===== src/rtl/irem_pkg.sv =====
// Shared types and parameter defaults for the Irem INTA sequencer.
// Latency: n/a (package). Backpressure: n/a.
// Optional IREM_INTA_TIMEOUT_EN build enables the second-INTA watchdog.
package irem_pkg;

    localparam int ACK_WIDTH_DEF      = 2;
    localparam int TIMEOUT_CYCLES_DEF = 1024;

    typedef enum logic [2:0] {
        IDLE,
        REQ,
        ACK1,
        WAIT1,
        ARM2,
        ACK2,
        DONE
    } irem_state_t;

endpackage


===== src/rtl/irem_ack_pulse.sv =====
// PIC acknowledge pulse: ACK_WIDTH ce-cycles high, ACK_WIDTH low, then a done strobe.
// Latency: ack rises on the start ce-cycle; done is seen 2*ACK_WIDTH ce-cycles later.
// Backpressure: none; start is ignored while a pulse is in flight, all timing holds on ce=0.
module irem_ack_pulse
    import irem_pkg::*;
#(
    parameter int ACK_WIDTH = ACK_WIDTH_DEF
) (
    input  logic clk,
    input  logic reset,
    input  logic ce,
    input  logic start,
    output logic ack,
    output logic done
);

    localparam int CW = $clog2(2 * ACK_WIDTH) + 1;
    localparam logic [CW-1:0] HI_LAST = CW'(ACK_WIDTH - 1);
    localparam logic [CW-1:0] LO_LAST = CW'(2 * ACK_WIDTH - 1);

    logic          busy;
    logic [CW-1:0] cnt;

    always_ff @(posedge clk or posedge reset) begin
        if (reset) begin
            busy <= 1'b0;
            cnt  <= '0;
            ack  <= 1'b0;
        end else if (ce) begin
            if (start && !busy) begin
                busy <= 1'b1;
                cnt  <= '0;
                ack  <= 1'b1;
            end else if (busy) begin
                cnt <= cnt + 1'b1;
                if (cnt == HI_LAST) ack <= 1'b0;
                if (cnt == LO_LAST) begin
                    busy <= 1'b0;
                    cnt  <= '0;
                end
            end
        end
    end

    // Strobe covers the final low ce-cycle so the sequencer acts on the same edge.
    assign done = ce && busy && (cnt == LO_LAST);

endmodule


===== src/rtl/irem_inta_seq.sv =====
// Bridges a PIC request into the CPU's two-INTA handshake, pulsing the PIC ack once per INTA.
// Latency: cpu_intr one ce-cycle after request; cpu_ready 2*ACK_WIDTH+1 ce-cycles after each INTA rise.
// Backpressure: cpu_ready holds the INTA cycle; IREM_INTA_TIMEOUT_EN adds a missed-second-INTA watchdog.
module irem_inta_seq
    import irem_pkg::*;
#(
    parameter int ACK_WIDTH      = ACK_WIDTH_DEF,
    parameter int TIMEOUT_CYCLES = TIMEOUT_CYCLES_DEF
) (
    input  logic       clk,
    input  logic       reset,
    input  logic       ce,
    input  logic       pic_int_req,
    input  logic [7:0] pic_vector,
    output logic       pic_int_ack,
    output logic       cpu_intr,
    input  logic       cpu_inta,
    output logic [7:0] cpu_vector,
    output logic       cpu_ready,
    output logic       timeout_flag
);

    if (ACK_WIDTH < 1 || TIMEOUT_CYCLES < 1) begin : g_bad_param
        $error("irem_inta_seq: ACK_WIDTH and TIMEOUT_CYCLES must be >= 1");
    end

    irem_state_t state, state_nxt;
    logic        inta_q, inta_rise;
    logic        intr_nxt, ready_nxt;
    logic [7:0]  vec_nxt;
    logic        pulse_start, pulse_done;

    assign inta_rise = cpu_inta & ~inta_q;

`ifdef IREM_INTA_TIMEOUT_EN
    localparam int TW = $clog2(TIMEOUT_CYCLES + 1);
    logic [TW-1:0] to_cnt, to_cnt_nxt;
    logic          to_pend, to_pend_nxt, tflag_nxt, to_hit;
    assign to_hit = (to_cnt == TW'(TIMEOUT_CYCLES - 1));
`else
    assign timeout_flag = 1'b0;
`endif

    irem_ack_pulse #(.ACK_WIDTH(ACK_WIDTH)) u_ack_pulse (
        .clk   (clk),
        .reset (reset),
        .ce    (ce),
        .start (pulse_start),
        .ack   (pic_int_ack),
        .done  (pulse_done)
    );

    always_comb begin
        state_nxt   = state;
        intr_nxt    = cpu_intr;
        ready_nxt   = cpu_ready;
        vec_nxt     = cpu_vector;
        pulse_start = 1'b0;
`ifdef IREM_INTA_TIMEOUT_EN
        to_cnt_nxt  = '0;
        to_pend_nxt = to_pend;
        tflag_nxt   = timeout_flag;
`endif
        case (state)
            IDLE: if (pic_int_req) begin
                state_nxt = REQ;
                intr_nxt  = 1'b1;
            end
            REQ: begin
                if (inta_rise) begin
                    state_nxt   = ACK1;
                    intr_nxt    = 1'b0;
                    pulse_start = 1'b1;
                end else if (!pic_int_req) begin
                    state_nxt = IDLE;
                    intr_nxt  = 1'b0;
                end
            end
            // From here on the request line is ignored: the PIC is committed to two acks.
            ACK1: if (pulse_done) begin
                vec_nxt   = pic_vector;
                ready_nxt = 1'b1;
                state_nxt = WAIT1;
            end
            WAIT1: if (!cpu_inta) begin
                ready_nxt = 1'b0;
                state_nxt = ARM2;
            end
            ARM2: begin
                if (inta_rise) begin
                    state_nxt   = ACK2;
                    pulse_start = 1'b1;
                end
`ifdef IREM_INTA_TIMEOUT_EN
                else if (to_hit) begin
                    state_nxt   = ACK2;
                    pulse_start = 1'b1;
                    to_pend_nxt = 1'b1;
                    tflag_nxt   = 1'b1;
                end else begin
                    to_cnt_nxt = to_cnt + 1'b1;
                end
`endif
            end
            ACK2: if (pulse_done) begin
                state_nxt = DONE;
                ready_nxt = 1'b1;
`ifdef IREM_INTA_TIMEOUT_EN
                if (to_pend) begin
                    state_nxt   = IDLE;
                    ready_nxt   = 1'b0;
                    to_pend_nxt = 1'b0;
                end
`endif
            end
            DONE: if (!cpu_inta) begin
                ready_nxt = 1'b0;
                state_nxt = IDLE;
            end
            default: state_nxt = IDLE;
        endcase
    end

    always_ff @(posedge clk or posedge reset) begin
        if (reset) begin
            state        <= IDLE;
            cpu_intr     <= 1'b0;
            cpu_ready    <= 1'b0;
            cpu_vector   <= 8'h00;
            inta_q       <= 1'b0;
`ifdef IREM_INTA_TIMEOUT_EN
            to_cnt       <= '0;
            to_pend      <= 1'b0;
            timeout_flag <= 1'b0;
`endif
        end else if (ce) begin
            state        <= state_nxt;
            cpu_intr     <= intr_nxt;
            cpu_ready    <= ready_nxt;
            cpu_vector   <= vec_nxt;
            inta_q       <= cpu_inta;
`ifdef IREM_INTA_TIMEOUT_EN
            to_cnt       <= to_cnt_nxt;
            to_pend      <= to_pend_nxt;
            timeout_flag <= tflag_nxt;
`endif
        end
    end

endmodule


===== config.mk =====
export PLATFORM = sky130hd
export DESIGN_NAME = irem_inta_seq
export DESIGN_NICKNAME = d
export VERILOG_FILES = /design/src/rtl/irem_pkg.sv /design/src/rtl/irem_ack_pulse.sv /design/src/rtl/irem_inta_seq.sv
export SDC_FILE = /design/constraint.sdc
export NUM_CORES = 1
export LEC_CHECK = 0
export ABC_AREA = 0
export CAP_MARGIN = 10
export CORE_ASPECT_RATIO = 0.5
export CORE_UTILIZATION = 25
export CTS_CLUSTER_DIAMETER = 40
export DETAILED_ROUTE_END_ITERATION = 16
export PLACE_DENSITY = 0.47
export SYNTH_ARGS = -nofsm -noshare
export SYNTH_HDL_FRONTEND = slang
export SYNTH_SLANG_ARGS = --single-unit

===== constraint.sdc =====
create_clock -name clk -period 1.5 [get_ports clk]
set_input_delay 0.15 -clock clk [delete_from_list [all_inputs] [get_ports clk]]
set_output_delay 0.15 -clock clk [all_outputs]
set_load 0.05 [all_outputs]

==> results.sh <==
export IMPL_p_int_uw=1420
export IMPL_ant_nets=0
export IMPL_n_antenna_cell=0
export IMPL_first_pass_iters=2
export IMPL_wl_per_cell_microns=11.6
export IMPL_crit_fanout=5
export IMPL_first_global_vias=712
export IMPL_path_cells="ha_2 -> and4b_2 -> buf_6 -> a211o_1 -> nand4b_1 -> nand3_1"
export IMPL_slowest_stage="dfrtp_1"
export IMPL_period_share=0.983
export IMPL_cap_violations=0
export IMPL_power_density_nw_per_um2=1830
export IMPL_grt_max_degree=20
export IMPL_setup_ws_ns=0.0255
export IMPL_rows=15
export IMPL_required_ns=1.64
export IMPL_setup_violations=0
export IMPL_clockRootBuffer="clkbuf_8"
export IMPL_placed_cell_area_sq_um=1280
export IMPL_die_w_microns=89.5
export IMPL_end_kind="flip-flop"
export IMPL_cts_sinks=19
export IMPL_port_buffer_count=23
export IMPL_gp_congestion=0.756
export IMPL_p_leak_uw=0.000640
export IMPL_start_util=0.269
export IMPL_die_y_microns=45.7
export IMPL_cts_tree="yes"
export IMPL_swShare=0.422
export IMPL_ir_drop_uv=406
export IMPL_hpwl_microns=1560
export IMPL_comb_power_share=0.518
export IMPL_vias=742
export IMPL_finalClockSkew_ns=0.00529
export IMPL_crit_path_start="u_ack_pulse.cnt[0]"
export IMPL_cts_hold_buf=0
export IMPL_status="finished clean"
export IMPL_netlist_instances=90
export IMPL_synthAdderAreaFrac=0.0366
export IMPL_coreArea_sq_um=3550
export IMPL_finalWirelength_microns=2050
export IMPL_fillers=354
export IMPL_hold_viol=0
export IMPL_clockPowerShare=0.146
export IMPL_cpLargestDelayFamily="simple AND/OR/NAND/NOR gates"
export IMPL_worst_hold_slack_ns=0.211
export IMPL_p_sw_uw=1040
export IMPL_grt_ovfl_total=0
export IMPL_hold_path_class="input pin to asynchronous set/reset pin"
export IMPL_synth_top_family_by_area="simple AND/OR/NAND/NOR gates"
export IMPL_synth_compound_area_frac=0.135
export IMPL_power_uw=2460
export IMPL_clk_pin_slew_ns=0.07
export IMPL_finalCriticalPeriod_ns=1.47
export IMPL_synth_xor_area_frac=0.00916
export IMPL_grt_pass1_wl_microns=3280
export IMPL_muxShareOfSynthArea=0.106
export IMPL_area_growth_pct=40.6
export IMPL_startpoint_type="flip-flop"
export IMPL_die_area_sq_um=4090
export IMPL_fin_area_sq_um=1340
export IMPL_preCtsSetupSlack_ns=-0.111
export IMPL_synth_distinct_cells=29
export IMPL_grt_use_total=0.113
export IMPL_drive_gt1_frac=0.320
export IMPL_cp_num_buf_inv=1
export IMPL_synth_seq_cells=19
export IMPL_netlist_area_sq_um=956
export IMPL_ios=25
export IMPL_cpPeakStageDelay_ns=0.39
export IMPL_ys_seq_area_frac=0.497
export IMPL_arrival_ns=1.62
export IMPL_clk_path_buf_depth=2
export IMPL_synthSimpleGateAreaFrac=0.151
export IMPL_drc=0
export IMPL_cts_max_level=1
export IMPL_crit_type="flip-flop to flip-flop"
export IMPL_synth_avg_cell_area_sq_um=10.6
export IMPL_slew_viol_final=0
export IMPL_clkLatencyLatePin_ns=0.26
export IMPL_synth_nets=105
export IMPL_nets=141
export IMPL_antenna_found_initial=0
export IMPL_pwr_share_seq=0.336
export IMPL_ys_warn_count=0
export IMPL_max_freq_mhz=678
export IMPL_drt_initial_drc_count=44
export IMPL_vias_per_cell=4.22
export IMPL_rr_startpoint="u_ack_pulse.cnt[0]"
export IMPL_cts_buffers=3
export IMPL_rsz0062_at_grt="true"
[flip-flops by register name, summed over array words and instances (netlist names)]
signal            count
state                 3
cpu_vector            8
u_ack_pulse.ack       1
u_ack_pulse.busy      1
u_ack_pulse.cnt       3
inta_q                1
cpu_intr              1
cpu_ready             1
[logic make-up after synthesis]
family                     after synthesis
AOI/OAI and AO/OA                       20
xor gates and xnor gates                 1
adders and majority gates                3
buffers and inverters                   12
DFF                                     19
muxes                                    9
other                                    1
and+or+nand+nor                         25
[synth_stat cells]
cell        n  share of area
nand4b_1    1         0.0092
conb_1      1         0.0039
nor3b_1     1         0.0079
nor2_1      4          0.016
a311oi_1    1         0.0092
a41o_1      1          0.010
and4b_1     1          0.010
nand3_4     1          0.018
nand3_1     5          0.026
clkbuf_1    1         0.0039
xnor2_1     1         0.0092
mux2_2      9           0.11
or3_1       2          0.013
nand2_1     6          0.024
a211o_1     1         0.0092
dfrtp_1    19           0.50
maj3_1      1          0.010
inv_1       6          0.024
ha_1        2          0.026
o31ai_1     3          0.024
a21oi_1     3          0.016
o2bb2ai_1   1         0.0092
a21o_1      2          0.016
nor2b_1     1         0.0065
buf_2       2          0.010
o21ai_1     2          0.010
nand2b_1    3          0.020
o21ai_0     6          0.031
buf_4       3          0.024
[worst reg2reg max path, delay by kind of cell (launching register included)]
family / cells / cell delay (ns)
compound gates: 1 / 0.24
fa+ha+maj: 1 / 0.19
buf+inv: 1 / 0.14
flops: 1 / 0.39
simple gates: 3 / 0.40
[power groups by stage]
stage	registers, uW	clock network (uW)	logic, uW
after CTS	829	377	1270
after detailed placement	840	0	1250
after floorplan	1130	0	545
after global placement	839	0	1260
final	827	360	1270
after global routing	855	404	1380
[area by class of cell]
class / count / area, sq um / area share
repair buffers: 37 / 312 / 0.232
inverters: 6 / 22.5 / 0.0168
multi-input cells: 59 / 425 / 0.317
flip-flops and latches: 19 / 475 / 0.354
well taps: 51 / 63.8 / 0.0475
clock buffers: 4 / 45.0 / 0.0335
[per-stage QoR]
stage,std cells,util,TNS [ns]
6_report,176,0.379,0
2_1_floorplan,90,-,0
3_5_place_dp,170,0.360,-0.939
4_1_cts,175,0.377,0
5_1_grt,176,0.379,-0.102
3_3_place_gp,170,0.360,-0.719
[layer usage]
| metal | share of wire | track usage | wire, microns | vias up |
|---|---|---|---|---|
| li1 | - | - | - | 381 |
| met4 | 0.013 | 0.0381 | 26 | 0 |
| met1 | 0.48 | 0.136 | 984 | 348 |
| met2 | 0.47 | 0.186 | 965 | 11 |
| met5 | 0 | 0 | 0 | - |
| met3 | 0.036 | 0.0453 | 74 | 2 |
[what timing repair did]
action / in CTS / in global routing
resized for setup: 2 / 0
setup buffers: 1 / 1
pin swaps: 5 / 0
endpoints found under the setup margin: 2 / 10
[cells in the final DEF, fill, tap and decap left out, types with 2 or more instances in the layout]
| cell | count |
|---|---|
| nand3_1 | 5 |
| buf_4 | 24 |
| dfrtp_1 | 19 |
| a21oi_1 | 3 |
| a21o_1 | 2 |
| o31ai_1 | 3 |
| o21ai_0 | 6 |
| clkdlybuf4s50_1 | 12 |
| clkbuf_8 | 3 |
| nand2_1 | 6 |
| inv_1 | 6 |
| nor2_1 | 4 |
| mux2_2 | 9 |
| o21ai_1 | 2 |
| nand2b_1 | 3 |
| or3_1 | 2 |
[final timing paths]
kind | slack, ns | to | cells past startpoint
max | 0.03 | state[0] | 6
min | 0.21 | cpu_vector[7] | 3
min in group clk | 0.50 | cpu_vector[7] | 2
max reg2reg | 0.03 | state[0] | 6
max in group asynchronous | 1.08 | state[2] | 3
min reg2reg | 0.51 | cpu_vector[1] | 1
Power figures use the tool's default switching activity.
